--- src/rtl/spi_pin_regs.sv ---
// SPI slave register bridge: 8-bit command + 24-bit data frames into pin/LED registers, status + readback on MISO.
// Optional SPI_PIN_INPUT_SYNC_EN adds a 2-FF synchronizer on pin_in before the readback mux.
module spi_pin_regs #(
    parameter int       SYNC_STAGES = 2,
    parameter bit [3:0] STATUS_ID   = 4'hA
) (
    input  logic        clk,
    input  logic        rst,
    input  logic        cfg_cs,
    input  logic        cfg_sck,
    input  logic        cfg_si,
    output logic        cfg_so,
    input  logic [23:0] pin_in,
    output logic [23:0] pin_out,
    output logic [23:0] pin_oe,
    output logic [15:0] led_data,
    output logic        wr_strobe,
    output logic [6:0]  wr_addr
);

    typedef enum logic [2:0] {IDLE, CMD, DATA, DONE, WAIT_CS} state_t;

    logic [SYNC_STAGES-1:0] cs_sync, sck_sync, si_sync;
    logic        cs_q, sck_q;
    logic        cs_s, sck_s, si_s;
    logic        cs_fall, cs_rise, sck_rise, sck_fall;
    state_t      state;
    logic [5:0]  bit_cnt;
    logic [6:0]  cmd_shift;
    logic [7:0]  cmd;
    logic [22:0] data_rx;
    logic [7:0]  stat_shift;
    logic [23:0] data_shift;
    logic        err_sticky, wr_seen;
    logic [23:0] pin_rd, rd_data;
    logic [6:0]  rd_addr;
    logic [23:0] wr_data;
    logic        commit_now;

    // Pad synchronizers carry no reset so a low CS survives reset and selects WAIT_CS.
    always_ff @(posedge clk) begin
        cs_sync  <= {cs_sync[SYNC_STAGES-2:0], cfg_cs};
        sck_sync <= {sck_sync[SYNC_STAGES-2:0], cfg_sck};
        si_sync  <= {si_sync[SYNC_STAGES-2:0], cfg_si};
        cs_q     <= cs_sync[SYNC_STAGES-1];
        sck_q    <= sck_sync[SYNC_STAGES-1];
    end

    assign cs_s     = cs_sync[SYNC_STAGES-1];
    assign sck_s    = sck_sync[SYNC_STAGES-1];
    assign si_s     = si_sync[SYNC_STAGES-1];
    assign cs_fall  = cs_q & ~cs_s;
    assign cs_rise  = ~cs_q & cs_s;
    assign sck_rise = ~sck_q & sck_s;
    assign sck_fall = sck_q & ~sck_s;

`ifdef SPI_PIN_INPUT_SYNC_EN
    logic [23:0] pin_in_q1, pin_in_q2;
    always_ff @(posedge clk) begin
        pin_in_q1 <= pin_in;
        pin_in_q2 <= pin_in_q1;
    end
    assign pin_rd = pin_in_q2;
`else
    assign pin_rd = pin_in;
`endif

    assign rd_addr    = {cmd_shift[5:0], si_s};
    assign wr_data    = {data_rx, si_s};
    assign commit_now = (state == DATA) && sck_rise && (bit_cnt == 6'd31);

    always_comb begin
        rd_data = 24'h000000;
        case (rd_addr)
            7'h00:   rd_data = pin_out;
            7'h01:   rd_data = pin_oe;
            7'h02:   rd_data = pin_rd;
            7'h03:   rd_data = {8'h00, led_data};
            default: rd_data = 24'h000000;
        endcase
    end

    always_ff @(posedge clk) begin
        if (rst) begin
            state      <= cs_s ? IDLE : WAIT_CS;
            bit_cnt    <= 6'd0;
            cmd_shift  <= 7'd0;
            cmd        <= 8'd0;
            data_rx    <= 23'd0;
            stat_shift <= 8'd0;
            data_shift <= 24'd0;
            err_sticky <= 1'b0;
            wr_seen    <= 1'b0;
            pin_out    <= 24'd0;
            pin_oe     <= 24'd0;
            led_data   <= 16'd0;
            wr_strobe  <= 1'b0;
            wr_addr    <= 7'd0;
            cfg_so     <= 1'b1;
        end else begin
            wr_strobe <= 1'b0;

            case (state)
                IDLE:    cfg_so <= cs_s ? 1'b1 : stat_shift[7];
                CMD:     cfg_so <= stat_shift[7];
                DATA:    cfg_so <= data_shift[23];
                default: cfg_so <= 1'b1;
            endcase

            // The final data edge wins over a coincident CS rise so the write still lands.
            if (cs_rise && !commit_now) begin
                state <= IDLE;
            end else begin
                case (state)
                    IDLE: if (cs_fall) begin
                        state      <= CMD;
                        bit_cnt    <= 6'd0;
                        stat_shift <= {STATUS_ID, 2'b00, err_sticky, wr_seen};
                        err_sticky <= 1'b0;
                        wr_seen    <= 1'b0;
                    end
                    CMD: begin
                        if (sck_rise) begin
                            bit_cnt   <= bit_cnt + 6'd1;
                            cmd_shift <= rd_addr;
                            if (bit_cnt == 6'd7) begin
                                cmd        <= {cmd_shift[6], rd_addr};
                                data_shift <= rd_data;
                                state      <= DATA;
                            end
                        end else if (sck_fall && bit_cnt >= 6'd1 && bit_cnt <= 6'd7) begin
                            stat_shift <= {stat_shift[6:0], 1'b0};
                        end
                    end
                    DATA: begin
                        if (sck_rise) begin
                            bit_cnt <= bit_cnt + 6'd1;
                            data_rx <= wr_data[22:0];
                            if (bit_cnt == 6'd31) begin
                                state <= DONE;
                                if (cmd[7]) begin
                                    case (cmd[6:0])
                                        7'h00:   pin_out  <= wr_data;
                                        7'h01:   pin_oe   <= wr_data;
                                        7'h03:   led_data <= wr_data[15:0];
                                        default: ;
                                    endcase
                                    if (cmd[6:0] == 7'h00 || cmd[6:0] == 7'h01 || cmd[6:0] == 7'h03) begin
                                        wr_strobe <= 1'b1;
                                        wr_addr   <= cmd[6:0];
                                        wr_seen   <= 1'b1;
                                    end else begin
                                        err_sticky <= 1'b1;
                                    end
                                end
                            end
                        end else if (sck_fall && bit_cnt >= 6'd9 && bit_cnt <= 6'd31) begin
                            data_shift <= {data_shift[22:0], 1'b0};
                        end
                    end
                    WAIT_CS: if (cs_s) state <= IDLE;
                    default: ;
                endcase
            end
        end
    end

endmodule

--- config.mk ---
export PLATFORM = sky130hd
export DESIGN_NAME = spi_pin_regs
export DESIGN_NICKNAME = d
export VERILOG_FILES = /design/src/rtl/spi_pin_regs.sv
export SDC_FILE = /design/constraint.sdc
export NUM_CORES = 1
export LEC_CHECK = 0
export ABC_AREA = 1
export BUFFER_PORTS_ARGS = -buffer_cell sky130_fd_sc_hd__buf_4
export CAP_MARGIN = 20
export CORE_ASPECT_RATIO = 1.1
export CORE_MARGIN = 4
export CORE_UTILIZATION = 50
export CTS_CLUSTER_DIAMETER = 60
export DETAILED_ROUTE_END_ITERATION = 6
export MAX_ROUTING_LAYER = met4
export PLACE_DENSITY_LB_ADDON = 0.08
export SYNTH_ARGS = -nofsm -noshare
export SYNTH_HDL_FRONTEND = slang
export SYNTH_SLANG_ARGS = --single-unit
--- constraint.sdc ---
create_clock -name clk -period 2.2 [get_ports clk]
set_clock_uncertainty 0.05 [all_clocks]
set_input_delay 0.11 -clock clk [delete_from_list [all_inputs] [get_ports clk]]
set_output_delay 0.11 -clock clk [all_outputs]
set_load 0.02 [all_outputs]
### After elaboration in Yosys (flattened, before gate mapping)

Index checks and enable logic that the tools add are counted.

| operators by class | value |
|---|---|
| add/sub/neg operators | 1 |
| magnitude comparators | 4 |
| equal/unequal tests | 29 |
| muxes and demuxes | 37 |
| bitwise gates (word level) | 13 |
| reductions and logical operators | 33 |

Operator list:

| kind | number |
|---|---|
| two-way mux 24 bit | 4 |
| one-hot mux 24 bit (4 select lines) | 1 |
| one-hot mux 24 bit (2 select lines) | 1 |
| AND reduction 6 bit | 5 |
| two-way mux 3 bit | 9 |
| two-way mux 8 bit | 3 |
| == test 7 x 2 -> 1 bit, second input constant | 3 |
| AND reduction 7 bit | 3 |
| != test 2 bit, second input constant | 9 |
| != test 4 bit, second input constant | 4 |
| one-hot mux 8 bit (2 select lines) | 1 |
| == test 7 x 1 -> 1 bit, second input constant | 2 |
| zero test 7 bit | 2 |
| two-way mux 6 bit | 2 |
| one-hot mux 3 bit (4 select lines) | 1 |
| one-hot mux 6 bit (2 select lines) | 1 |
| two-way mux 1 bit | 11 |
| inverter 1 bit | 9 |
| != test 2 x 1 -> 1 bit, second input constant | 4 |
| AND reduction 4 bit | 2 |
| nonzero test 2 bit | 4 |
| logical AND 1 bit | 7 |
| adder 6 x 1 -> 6 bit, second input constant | 1 |
| == test 6 x 3 -> 1 bit, second input constant | 1 |
| other kinds (21) | 27 |

| word-level totals | value |
|---|---|
| flip-flop bits (word level) | 162 |
| output and inout bits | 73 |
| word-level logic and storage cells | 137 |

### Longest topological paths before layout

| depth | value |
|---|---|
| depth in word-level cells | 8 |
| gate-level depth with buffers | 13 |

### Least setup slack after synthesis

Ideal clock, no wire load.

| timing | value |
|---|---|
| kind | register to register |
| start point | register bit_cnt[0] |
| end point | register state[0] (enable) |
| setup time | 280 ps |
| arrival | 1429 ps |
| setup slack | 441 ps |
| stages on the path, launching flop included | 9 |
| cells stage by stage | dfxtp_1 -> ha_1 -> nand3_1 -> nor2_1 -> nand2_1 -> nand2_2 -> buf_4 -> buf_4 -> nand3_1 |

| between the ends | value |
|---|---|
| longest elaborated chain between the ends | 6 |

Ends and longest elaborated chain:

| what | RTL line | text |
|---|---|---|
| start: declaration | 28 | `logic [5:0] bit_cnt;` |
| start signal: assignment | 124 | `bit_cnt <= bit_cnt + 6'd1;` |
| start signal: assignment | 137 | `bit_cnt <= bit_cnt + 6'd1;` |
| == test 6 x 5 -> 1 bit | 70, 139 |  |
| logical AND 1 bit | 70 | `assign commit_now = (state == DATA) && sck_rise && (bit_cnt == 6'd31);` |
| zero test 1 bit | 111 | `if (cs_rise && !commit_now) begin` |
| logical AND 1 bit | 111 |  |
| != test 4 bit (no line), or another cell as far along | - |  |
| AND reduction 7 bit (no line) (*) | - |  |
| end signal: assignment | 85 | `state <= cs_s ? IDLE : WAIT_CS;` |
| end: declaration | 27 | `state_t state;` |

Mark *: on every way between the ends. The rest lies on a longest branch, timed or not.
A chain may end at the register's enable or synchronous reset.

### Worst setup path after layout

| timing | value |
|---|---|
| start point | register bit_cnt[0] |
| end point | register data_rx[9] |

| between the ends | value |
|---|---|
| longest elaborated chain between the ends | 6 |

Ends and longest elaborated chain:

| what | RTL line | text |
|---|---|---|
| == test 6 x 5 -> 1 bit | 70 |  |
| logical AND 1 bit | 70 |  |
| zero test 1 bit | 111 |  |
| logical AND 1 bit | 111 |  |
| inverter 1 bit (no line) | - |  |
| AND reduction 3 bit (no line) | - |  |
| end signal: assignment | 138 | `data_rx <= wr_data[22:0];` |
| end: declaration | 31 | `logic [22:0] data_rx;` |

Every way passes these cells.

==> qor_table.md <==
| Quantity | This run | Unit |
| --- | --- | --- |
| Outcome | completed | - |
| X dimension of the die | 124.4 | µm |
| Area enclosed by the die boundary | 16930 | µm² |
| Gpl congestion | 0.9087 | - |
| Post-Syn Instances | 1120 | - |
| Total CTS buffers | 17 | - |
| Biggest area consumer among synthesized cells | sky130_fd_sc_hd__dfxtp_1 | - |
| Power per cell area | 894.6 | nW/µm² |
| Required time worst endpoint | 2.47 | ns |
| Clock root cell | sky130_fd_sc_hd__clkbuf_16 | - |
| Max Slew Vio Count | 0 | - |
| GRT Total Usage | 24.89 | % |
| Non-filler cells in the finished layout | 1423 | - |
| Number of vias after detailed routing | 7260 | - |
| Reg2reg start | bit_cnt[0] | - |
| Finished Cell Area | 9141 | µm² |
| Die outline height | 136.1 | µm |
| Worst setup EP type | flip-flop | - |
| Time the worst path needs with I/O delays and setup | 2.014 | ns |
| Worst skew pair latency | 0.42 | ns |
| Number of port buffers | 101 | - |
| Reg2reg end | data_rx[9] | - |
| Max stage delay on crit path | 0.41 | ns |
| Hold Path Cell Cnt | 7 | - |
| RSZ-0062 raised after global routing | false | - |
| Final Hold Vio Count | 0 | - |
| Layout filler cell count | 1390 | - |
| Wire per inst | 14.30 | µm |
| Initial Utilization | 51.39 | % |
| Rel. slew slack | 64.67 | % |
| Most common flop cell mapped by yosys | sky130_fd_sc_hd__dfxtp_1 | - |
| Critical path launch point type | flip-flop | - |
| Number of placed instances with taps included | 1386 | - |
| EDFF count, synth | 3 | - |
| Ant. Diodes | 0 | - |
| Layout cell share with drive strength beyond 1 | 15.84 | % |
| Top-area cell type share of the netlist area | 42.71 | % |
| Clock slew at the register clock pins of the worst setup and hold paths | 0.07 | ns |
| Synthesis-to-layout area growth | 22.65 | % |
| Post-synthesis sequential area ratio | 43.91 | % |
| Worst vdd rail ir drop | 0.6140 | mV |
| Leak pwr | 4.267 | nW |
| Async set-reset flop share out of synthesis | 0 | % |
| Overflow left after global routing | 0 | - |
| Path category of the worst min-delay check | input port to flip-flop | - |
| Max-cap viol count | 0 | - |
| Vias in the first global route | 6482 | - |
| Final WL | 20340 | µm |
| DRC Markers | 0 | - |
| Total half-perimeter wirelength after legalization and detailed placement | 13930 | µm |
| Slew at the pin closest to its max-slew limit | 0.5294 | ns |
| Global-route wire length before repair | 33480 | µm |
| Deepest level of the CTS H-tree | 4 | - |
| Cell chain of the critical path | ha_1, nand3_1, nor2_2, nand2_1, nand2_2, nand2_1, buf_4, o21ai_0, nor2_1 | - |
| Placed cell areas | 8451 | µm² |
| Commonest cells in the synthesized netlist | sky130_fd_sc_hd__nor2_1 (306), sky130_fd_sc_hd__nand2_1 (211), sky130_fd_sc_hd__dfxtp_1 (159) | - |
| Number of nets in the finished design | 1250 | - |
| I/O pin total | 102 | - |
| Max FO, Critical Path | 10 | - |
| Reg-to-reg slack, setup | 0.19 | ns |
| Antenna violations before repair | 0 | - |
| Floorplan row count | 46 | - |
| Hold wc startpoint | pin_in[18] | - |
| CTS tree | done | - |
| Final worst path period share | 91.54 | % |
| Final-layout setup total negative slack | 0 | ns |
| Combined area of the multi-input logic cells | 3550 | µm² |
| Worst hold margin | 0.09350 | ns |
| Footprint of the flip-flops and latches | 3273 | µm² |
| DR iter-0 viols | 609 | - |
| Largest net degree at the start of global routing | 112 | - |
| Longest Clk Path Bufs | 2 | - |
| Worst EP arrival | 2.29 | ns |
| Summed instance area of the synthesized netlist | 7453 | µm² |
| Final ANT Viol Nets | 0 | - |
| Most frequent cell after synthesis | sky130_fd_sc_hd__nor2_1 | - |
| Setup Crit Path Kind | flip-flop to flip-flop | - |
| Core area | 14500 | µm² |
| Synthesis warning total | 0 | - |
| Avg Inst Size Synth | 6.655 | µm² |
| Most frequent CP cell | sky130_fd_sc_hd__nand2_1 | - |
| Worst reg2reg path depth | 9 | - |
| Synthesized Nets | 1152 | - |
| Final setup viols | 0 | - |
| Fmax | 0.4965 | GHz |
| Netlist cell types | 33 | - |
| Via density | 5.102 | - |
| Clk sinks | 162 | - |
| Number of synthesized register bits | 162 | - |
| Endpoint of the worst hold path | data_shift[18] | - |
| Setup Buffers After CTS | 0 | - |
| CP max stage cell | sky130_fd_sc_hd__dfxtp_1 | - |
| Cell types with the largest area share after synthesis | sky130_fd_sc_hd__dfxtp_1 (43%), sky130_fd_sc_hd__nor2_1 (15%), sky130_fd_sc_hd__nand2_1 (11%), sky130_fd_sc_hd__nand3_1 (8.7%), sky130_fd_sc_hd__o21ai_0 (6.4%) | - |
| DR pass1 iterations | 5 | - |
-- logic make-up (layout without fill, tap and decap cells) --
group,Yosys count,after routing,share of synthesized area [%]
DFF,162,162,43.91
xor gates and xnor gates,1,1,0.1175
and+or+nand+nor,688,688,38.64
adders and majority gates,3,3,0.5037
AOI/OAI and AO/OA,114,114,8.041
buffers and inverters,152,263,8.780
-- registers in the layout (all words and copies together) (netlist names) --
signal      cells
bit_cnt         6
wr_addr         7
cmd             8
cfg_so          1
data_rx        23
cmd_shift       7
wr_seen         1
sck_q           1
pin_oe         24
state           3
cs_q            1
led_data       16
wr_strobe       1
data_shift     24
sck_sync        2
err_sticky      1
stat_shift      8
cs_sync         2
pin_out        24
si_sync         2
-- metal layers --
layer	global-route usage [%]	vias to the layer above	share of wire, %
met5	-	-	0
met4	7.978	0	1.7
met3	4.086	33	5.0
met2	37.29	191	45
met1	34.57	3281	48
li1	-	3755	-
-- repair_timing --
item,CTS,global route
hold buffers,4,0
setup endpoints to repair,0,27
resized for setup,0,6
hold endpoints to repair,15,0
-- worst max-delay path by stage --
| stage | start | endpoint | slack, ns | cells past startpoint |
|---|---|---|---|---|
| finish | bit_cnt[0] | data_rx[9] | 0.19 | 9 |
| global route | state[2] | pin_out[4] | 0.03 | 9 |
| floorplan | bit_cnt[0] | state[0] | 0.44 | 8 |
| global placement | si_sync[1] | data_shift[3] | 0.09 | 9 |
| detailed placement | si_sync[1] | data_shift[3] | 0.04 | 9 |
| CTS | si_sync[1] | data_shift[3] | 0.008 | 9 |
-- through the flow --
step	util [%]	power, mW	setup WS (ns)
final	63.03	8.178	0.1860
after CTS	62.82	8.206	0.007964
after floorplan	-	4.660	0.4414
after global placement	58.26	5.055	0.09482
after global routing	63.03	8.649	0.02656
after detailed placement	58.26	5.084	0.04249
-- critical path, delay by kind of cell, from the launching register on --
kind            cells  cell delay [ns]
compound gates      1             0.18
fa+ha+maj           1             0.24
buf+inv             1             0.23
flops               1             0.41
simple gates        6             0.79
-- placed cells by master, fill, tap and decap left out, types with 2 or more instances in the layout --
cell type	count
sky130_fd_sc_hd__clkinv_2	3
sky130_fd_sc_hd__clkinv_4	3
sky130_fd_sc_hd__nand3_1	129
sky130_fd_sc_hd__nor2_4	2
sky130_fd_sc_hd__inv_8	2
sky130_fd_sc_hd__o21bai_1	3
sky130_fd_sc_hd__o2111ai_1	2
sky130_fd_sc_hd__nor3_1	10
sky130_fd_sc_hd__buf_4	130
sky130_fd_sc_hd__inv_1	81
sky130_fd_sc_hd__inv_6	5
sky130_fd_sc_hd__clkbuf_16	17
sky130_fd_sc_hd__nor2_1	304
sky130_fd_sc_hd__inv_2	7
sky130_fd_sc_hd__edfxtp_1	3
sky130_fd_sc_hd__ha_1	3
sky130_fd_sc_hd__dlygate4sd3_1	4
sky130_fd_sc_hd__nor2_2	3
sky130_fd_sc_hd__a21oi_1	11
sky130_fd_sc_hd__bufinv_16	3
sky130_fd_sc_hd__nand2_2	3
sky130_fd_sc_hd__nand4_1	17
sky130_fd_sc_hd__buf_12	4
sky130_fd_sc_hd__o21ai_0	95
sky130_fd_sc_hd__dfxtp_1	159
sky130_fd_sc_hd__nand3_2	5
sky130_fd_sc_hd__nand2_1	210
-- report_power, final --
part           internal, mW  switching [mW]  leakage, nW
clock                  1.82            1.30        0.303
combinational         0.594            1.08         2.64
sequential             3.22           0.167         1.32
total                  5.63            2.55         4.27
-- layout make-up --
class | instances | area share [%]
inverter | 92 | 3.832
timing repair buffer | 139 | 12.11
clock buffer | 17 | 4.654
sequential | 162 | 35.81
clock inverter | 15 | 2.135
tap | 192 | 2.628
multi-input combinational | 806 | 38.83
No activity file was read; power rests on OpenSTA's default activity.
